<file path="src/rtl/prog_loader_pkg.sv">
// Shared definitions for the boot-time program loader: FSM encoding,
// framing constants and the word-index to byte-address helper.
package prog_loader_pkg;

  typedef enum logic [2:0] {
    IDLE,
    LEN_HI,
    LEN_LO,
    DATA,
    CHK,
    DONE,
    ERR
  } state_t;

  // Frame header is a 16-bit big-endian word count.
  localparam int HDR_BYTES      = 2;
  localparam int BYTES_PER_WORD = 4;
  localparam int BYTE_IDX_W     = $clog2(BYTES_PER_WORD);

  // Instruction memory is word-organised; the CPU sees byte addresses.
  function automatic logic [31:0] word_byte_addr(input logic [29:0] idx);
    return {idx, 2'b00};
  endfunction

endpackage

</file>
<file path="src/rtl/prog_loader_if.sv">
// Byte stream in and instruction-memory write port out. The master side is
// the byte source / memory observer, the slave side is the loader.
interface prog_loader_if;

  logic [7:0]  s_data;
  logic        s_valid;
  logic        s_ready;
  logic        imem_we;
  logic [31:0] imem_addr;
  logic [31:0] imem_wdata;

  modport master (
    output s_data, s_valid,
    input  s_ready, imem_we, imem_addr, imem_wdata
  );

  modport slave (
    input  s_data, s_valid,
    output s_ready, imem_we, imem_addr, imem_wdata
  );

endinterface

</file>
<file path="src/rtl/prog_loader_word_assembler.sv">
// Packs big-endian bytes into 32-bit words. The three leading bytes of a
// word are held in a shift register; the fourth byte completes the word,
// which is captured in the write register and strobed out for one cycle.
module prog_loader_word_assembler
  import prog_loader_pkg::*;
(
  input  logic        clk,
  input  logic        rst_n,
  input  logic        clear,
  input  logic        byte_en,
  input  logic [7:0]  byte_in,
  output logic        word_done,
  output logic        word_valid,
  output logic [31:0] word
);

  localparam logic [BYTE_IDX_W-1:0] LAST_BYTE = BYTE_IDX_W'(BYTES_PER_WORD - 1);

  logic [BYTE_IDX_W-1:0] byte_cnt;
  logic [23:0]           shift;

  // High on the accept edge of the last byte of a word.
  assign word_done = byte_en && (byte_cnt == LAST_BYTE);

  // Track byte position within the word and keep the leading bytes.
  always_ff @(posedge clk) begin
    if (!rst_n) begin
      byte_cnt <= '0;
      shift    <= '0;
    end else if (clear) begin
      byte_cnt <= '0;
      shift    <= '0;
    end else if (byte_en) begin
      byte_cnt <= byte_cnt + 1'b1;
      shift    <= {shift[15:0], byte_in};
    end
  end

  // Load the finished word and raise the one-cycle write strobe.
  always_ff @(posedge clk) begin
    if (!rst_n) begin
      word_valid <= 1'b0;
      word       <= '0;
    end else begin
      word_valid <= word_done;
      if (word_done) begin
        word <= {shift, byte_in};
      end
    end
  end

endmodule

</file>
<file path="src/rtl/prog_loader.sv">
// Boot-time program loader. Receives a framed image (16-bit word count,
// big-endian words, XOR checksum), writes each word into instruction memory
// and releases the CPU only once a complete, verified image is in place.
// MAX_WORDS must not exceed 2**ADDR_W.
module prog_loader
  import prog_loader_pkg::*;
#(
  parameter int ADDR_W    = 8,
  parameter int MAX_WORDS = 256
) (
  input  logic             clk,
  input  logic             rst_n,
  input  logic             start,
  prog_loader_if.slave     bus,
  output logic             cpu_run,
  output logic             busy,
  output logic             error,
  output logic [ADDR_W:0]  words_loaded
);

  localparam int              CNT_W   = ADDR_W + 1;
  localparam logic [15:0]     MAX_LEN = 16'(MAX_WORDS);

  state_t             state;
  state_t             state_next;
  logic               accept;
  logic               enter_hdr;
  logic [7:0]         len_hi;
  logic [15:0]        len_word;
  logic [CNT_W-1:0]   n_words;
  logic [CNT_W-1:0]   words_rx;
  logic               last_word;
  logic [7:0]         csum;
  logic               word_done;
  logic               word_valid;
  logic [31:0]        word;

  assign bus.s_ready = state inside {LEN_HI, LEN_LO, DATA, CHK};
  assign busy        = state inside {LEN_HI, LEN_LO, DATA, CHK};
  assign accept      = bus.s_valid && bus.s_ready;
  // start is honoured only between sessions; while busy it is ignored.
  assign enter_hdr   = start && (state inside {IDLE, DONE, ERR});
  assign len_word    = {len_hi, bus.s_data};
  assign last_word   = (words_rx + CNT_W'(1)) == n_words;

  prog_loader_word_assembler u_asm (
    .clk        (clk),
    .rst_n      (rst_n),
    .clear      (enter_hdr),
    .byte_en    (accept && (state == DATA)),
    .byte_in    (bus.s_data),
    .word_done  (word_done),
    .word_valid (word_valid),
    .word       (word)
  );

  assign bus.imem_we    = word_valid;
  assign bus.imem_wdata = word;
  assign bus.imem_addr  = word_byte_addr(30'(words_loaded[ADDR_W-1:0]));

  // State register.
  always_ff @(posedge clk) begin
    // NOTE: flops are written with <= so every register samples the values
    // from before the edge, independent of block or statement order.
    if (!rst_n) state <= IDLE;
    else        state <= state_next;
  end

  // Next-state decode from the current state and the accepted byte.
  always_comb begin
    // NOTE: default first so every path assigns state_next and no latch is
    // inferred for the hold cases.
    state_next = state;
    case (state)
      IDLE:   if (start) state_next = LEN_HI;
      LEN_HI: if (accept) state_next = LEN_LO;
      LEN_LO: begin
        if (accept) begin
          if (len_word > MAX_LEN)   state_next = ERR;
          else if (len_word == '0)  state_next = CHK;
          else                      state_next = DATA;
        end
      end
      DATA:   if (word_done && last_word) state_next = CHK;
      CHK:    if (accept) state_next = (bus.s_data == csum) ? DONE : ERR;
      DONE,
      ERR:    if (start) state_next = LEN_HI;
      default: state_next = IDLE;
    endcase
  end

  // Header capture and count of words received in this session.
  always_ff @(posedge clk) begin
    if (!rst_n) begin
      len_hi   <= '0;
      n_words  <= '0;
      words_rx <= '0;
    end else if (enter_hdr) begin
      words_rx <= '0;
    end else begin
      if (accept && state == LEN_HI) len_hi <= bus.s_data;
      // Oversize lengths go to ERR, so the truncated value is never used.
      if (accept && state == LEN_LO) n_words <= CNT_W'(len_word);
      if (word_done) words_rx <= words_rx + CNT_W'(1);
    end
  end

  // Running XOR over header and data bytes; the checksum byte is excluded.
  always_ff @(posedge clk) begin
    if (!rst_n)                           csum <= '0;
    else if (enter_hdr)                   csum <= '0;
    else if (accept && state != CHK)      csum <= csum ^ bus.s_data;
  end

  // Words written this session; doubles as the memory word index.
  always_ff @(posedge clk) begin
    if (!rst_n)          words_loaded <= '0;
    else if (enter_hdr)  words_loaded <= '0;
    else if (word_valid) words_loaded <= words_loaded + CNT_W'(1);
  end

  // Status flags registered from the next state so they track DONE/ERR
  // exactly and drop on the edge that starts a reload.
  always_ff @(posedge clk) begin
    if (!rst_n) begin
      cpu_run <= 1'b0;
      error   <= 1'b0;
    end else begin
      cpu_run <= (state_next == DONE);
      error   <= (state_next == ERR);
    end
  end

endmodule

</file>
<file path="src/flat_wrapper.sv">
// flat-port wrapper written by rule: the top's interface ports become plain ports
module prog_loader_flat import prog_loader_pkg::*;
#(
  parameter int ADDR_W    = 8,
  parameter int MAX_WORDS = 256
)
  (clk, rst_n, start, cpu_run, busy, error, words_loaded, bus_s_data, bus_s_valid, bus_s_ready, bus_imem_we, bus_imem_addr, bus_imem_wdata);
  prog_loader_if bus_i ();
  input  logic clk;
  input  logic rst_n;
  input  logic start;
  output logic cpu_run;
  output logic busy;
  output logic error;
  output logic [ADDR_W:0] words_loaded;
  input wire logic [$bits(bus_i.s_data)-1:0] bus_s_data;
  input wire logic [$bits(bus_i.s_valid)-1:0] bus_s_valid;
  output wire logic [$bits(bus_i.s_ready)-1:0] bus_s_ready;
  output wire logic [$bits(bus_i.imem_we)-1:0] bus_imem_we;
  output wire logic [$bits(bus_i.imem_addr)-1:0] bus_imem_addr;
  output wire logic [$bits(bus_i.imem_wdata)-1:0] bus_imem_wdata;
  assign bus_i.s_data = bus_s_data;
  assign bus_i.s_valid = bus_s_valid;
  assign bus_s_ready = bus_i.s_ready;
  assign bus_imem_we = bus_i.imem_we;
  assign bus_imem_addr = bus_i.imem_addr;
  assign bus_imem_wdata = bus_i.imem_wdata;
  prog_loader #(.ADDR_W(ADDR_W), .MAX_WORDS(MAX_WORDS)) u_core (.clk(clk), .rst_n(rst_n), .start(start), .bus(bus_i), .cpu_run(cpu_run), .busy(busy), .error(error), .words_loaded(words_loaded));
endmodule
</file>
<file path="config.mk">
export PLATFORM = sky130hd
export DESIGN_NAME = prog_loader_flat
export DESIGN_NICKNAME = d
export VERILOG_FILES = /design/src/rtl/prog_loader_pkg.sv /design/src/rtl/prog_loader_if.sv /design/src/rtl/prog_loader_word_assembler.sv /design/src/rtl/prog_loader.sv /design/src/flat_wrapper.sv
export SDC_FILE = /design/constraint.sdc
export NUM_CORES = 1
export LEC_CHECK = 0
export ABC_AREA = 1
export CORE_MARGIN = 3
export CORE_UTILIZATION = 45
export CTS_BUF_LIST = sky130_fd_sc_hd__clkbuf_8
export CTS_CLUSTER_SIZE = 25
export DETAILED_ROUTE_END_ITERATION = 7
export PLACE_DENSITY = 0.71
export SYNTH_ARGS = -nofsm -noshare
export SYNTH_HDL_FRONTEND = slang
export SYNTH_SLANG_ARGS = --single-unit
export TNS_END_PERCENT = 1
</file>
<file path="constraint.sdc">
create_clock -name clk -period 4.74 [get_ports clk]
set_input_delay 0.474 -clock clk [delete_from_list [all_inputs] [get_ports clk]]
set_output_delay 0.474 -clock clk [all_outputs]
set_load 0.01 [all_outputs]
</file>
==> results.json <==
{
  "routed_wl_um": 10900,
  "r2r-start": "u_core.state[0]",
  "post_cts_resized": 0,
  "report.final.slew_viol_count": 0,
  "synth_area_leaders": "dfxtp_1 (45%), nand2_1 (15%), a21oi_1 (6.5%), nand3_1 (5.7%), buf_4 (5.4%)",
  "critPathRequiredTime_ns": 5.05,
  "io_pins": 90,
  "hold-path-endpoint": "u_core.u_asm.word[23]",
  "final_nets": 714,
  "core_area_um2": 10000,
  "port_buffers": 65,
  "grt_pass1_wl_um": 18100,
  "worstHoldStart": "u_core.u_asm.shift[15]",
  "diodes": 0,
  "slowest_delay_ns": 0.67,
  "hp-class": "flop to flop",
  "finalHoldViolCount": 0,
  "syn_inst": 656,
  "cts_tree": "built",
  "ys_seq_elements": 107,
  "antenna_left": 0,
  "total_power_mw": 1.72,
  "hold_buffers": 0,
  "grt_pass1_vias": 3908,
  "dr_total_vias": 4133,
  "p_sw_mw": 0.478,
  "path_max_fanout": 28,
  "vias_per_cell": 4.94,
  "criticalPathCategory": "input port to flop",
  "grt_max_degree": 52,
  "cts.path.max_buffers": 2,
  "cts_buffers": 9,
  "fin_util_pct": 54.9,
  "antenna_found_initial": 0,
  "row_count": 36,
  "syn_area_per_cell_um2": 7.20,
  "firstDrtPassIters": 5,
  "regToRegSetupSlack_ns": 2.41,
  "grt-ovfl-total": 0,
  "m1WireLength_um": 4940,
  "worst_pin_slew_ns": 0.846,
  "whs_path_depth": 2,
  "intPower_mw": 1.24,
  "hpwl_um": 7760,
  "synth_area_um2": 4720,
  "start_kind": "input port",
  "cts_root_buf": "clkbuf_8",
  "cts-htree-levels": 3,
  "max_freq_mhz": 414,
  "wl_per_cell_um": 13.0,
  "ys_seq_area_share_pct": 45.4,
  "power_density_nw_per_um2": 313,
  "post_cts_buffers": 0,
  "initial_core_util_pct": 47.2,
  "drtIter0Drc": 289,
  "skew_ns": 0.0106,
  "wl_met3_um": 544,
  "cp.arrival_ns": 2.73,
  "track_usage_pct": 19.0,
  "pwr-share-comb_pct": 11.5,
  "period_minus_slack_ns": 2.42,
  "fin_crit_sh_pct": 51.0,
  "slew-limit-headroom_pct": 43.4,
  "dieArea_um2": 11800,
  "worstRegToRegCells": 9,
  "top_layer": "met4",
  "rsz0062_at_grt": "false",
  "drc": 0,
  "path_cells": "clkdlybuf4s50_1 > nand2_4 > nor2_4 > inv_1 > nor2_1 > buf_4 > nand2_1 > nand2_1",
  "swShare_pct": 27.8,
  "ir_worst_vdd_uv": 169,
  "ys_warn_count": 0,
  "final_area_um2": 5490,
  "holdWs_ns": 0.471,
  "r2r-end": "u_core.u_asm.word[4]",
  "cts.sink_count": 107,
  "yosysTopAreaCellShare_pct": 45.4,
  "layout_common_cells": "nand2_1 (186), dfxtp_1 (107), clkdlybuf4s50_1 (65)",
  "seq_power_share_pct": 54.7,
  "gp_congestion": 0.870,
  "yosys.cell_types.count": 31,
  "synth_top_cell_by_area": "dfxtp_1",
  "wl_met2_um": 5200,
  "power_leakage_nw": 2.16,
  "clk_latency_ns": 0.37,
  "dpl_cell_area_um2": 5280,
  "end_kind": "flop",
  "cp_common_cell": "nand2_1",
  "status": "completed",
  "area_growth_syn_to_layout_pct": 16.2,
  "die_h_um": 108,
  "clockPowerShare_pct": 33.9,
  "setup_viol": 0,
  "layout_commonest_cell": "nand2_1",
  "cap_violations": 0,
  "setup_tns_ns": 0,
  "clk_pin_slew_worst_paths_ns": 0.11,
  "cpMaxStageDelayCell": "clkdlybuf4s50_1",
  "drive_above_1_share_pct": 4.83,
  "die_x_um": 108
}
## routing by layer
layer,global-route usage (%),vias up
met2,31.2,116
met3,3.40,22
li1,-,2124
met5,0,-
met1,25.4,1871
met4,6.40,0
## through the flow
step,instances,worst slack (ns)
after CTS,837,2.34
after global routing,837,2.08
final,837,2.32
after global placement,821,2.03
after detailed placement,821,1.96
after floorplan,679,3.16
## registers in the layout, indices dropped and copies added (netlist names)
name,flops
u_core.state,3
u_core.u_asm.byte_cnt,2
u_core.error,1
u_core.len_hi,8
u_core.cpu_run,1
u_core.u_asm.shift,24
u_core.u_asm.word,32
u_core.n_words,9
u_core.words_rx,9
u_core.words_loaded,9
u_core.csum,8
u_core.u_asm.word_valid,1
## final cells by class
class	count	area, µm²
well taps	133	166
clock inverters	7	83.8
multi-input cells	464	2110
inverters	49	184
clock buffers	9	124
repair buffers	68	673
fillers	963	4510
flip-flops and latches	107	2140
## critical path: cells and delay by family
family / cells / cell delay, ns
buffers and inverters: 3 / 1.22
AND/OR/NAND/NOR: 5 / 1.01
## power by group through the flow
stage,clock [mW],combinational (mW),sequential (mW)
2_1_floorplan,0,0.161,0.954
3_3_place_gp,0,0.190,0.958
3_5_place_dp,0,0.195,0.959
4_1_cts,0.590,0.196,0.938
5_1_grt,0.624,0.224,0.942
6_report,0.581,0.197,0.939
## worst max path at each step
stage	to	slack, ns	startpoint
detailed placement	u_core.u_asm.word[4]	1.96	bus_s_valid
global route	u_core.u_asm.word[17]	2.08	bus_s_valid
CTS	u_core.u_asm.word[4]	2.34	bus_s_valid
finish	u_core.u_asm.word[4]	2.32	bus_s_valid
floorplan	u_core.cpu_run	3.16	u_core.words_rx[0]
global placement	u_core.u_asm.word[15]	2.03	bus_s_valid
## cell usage after synthesis
cell type / instances
a211oi_1: 2
a21oi_1: 61
a21oi_2: 1
a31oi_1: 2
buf_1: 3
buf_2: 14
buf_4: 34
clkbuf_1: 8
clkinv_1: 1
conb_1: 1
dfxtp_1: 107
ha_1: 3
inv_1: 47
inv_2: 1
nand2_1: 186
nand2_2: 1
nand2_4: 1
nand3_1: 54
nand3b_1: 1
nand4_1: 3
nand4_2: 1
nor2_1: 60
nor2_2: 2
nor2_4: 3
nor3_1: 4
nor3b_1: 1
o21ai_0: 35
o21ai_1: 2
or2_2: 5
xnor2_1: 7
xor2_1: 5
## logic make-up after synthesis
group / share of synthesized area [%]
other: 0.0794
and+or+nand+nor: 28.7
buffers and inverters: 11.7
DFF: 45.4
xor gates and xnor gates: 2.23
AOI/OAI and AO/OA: 11.2
adders and majority gates: 0.795
Power figures use the tool's default switching activity.
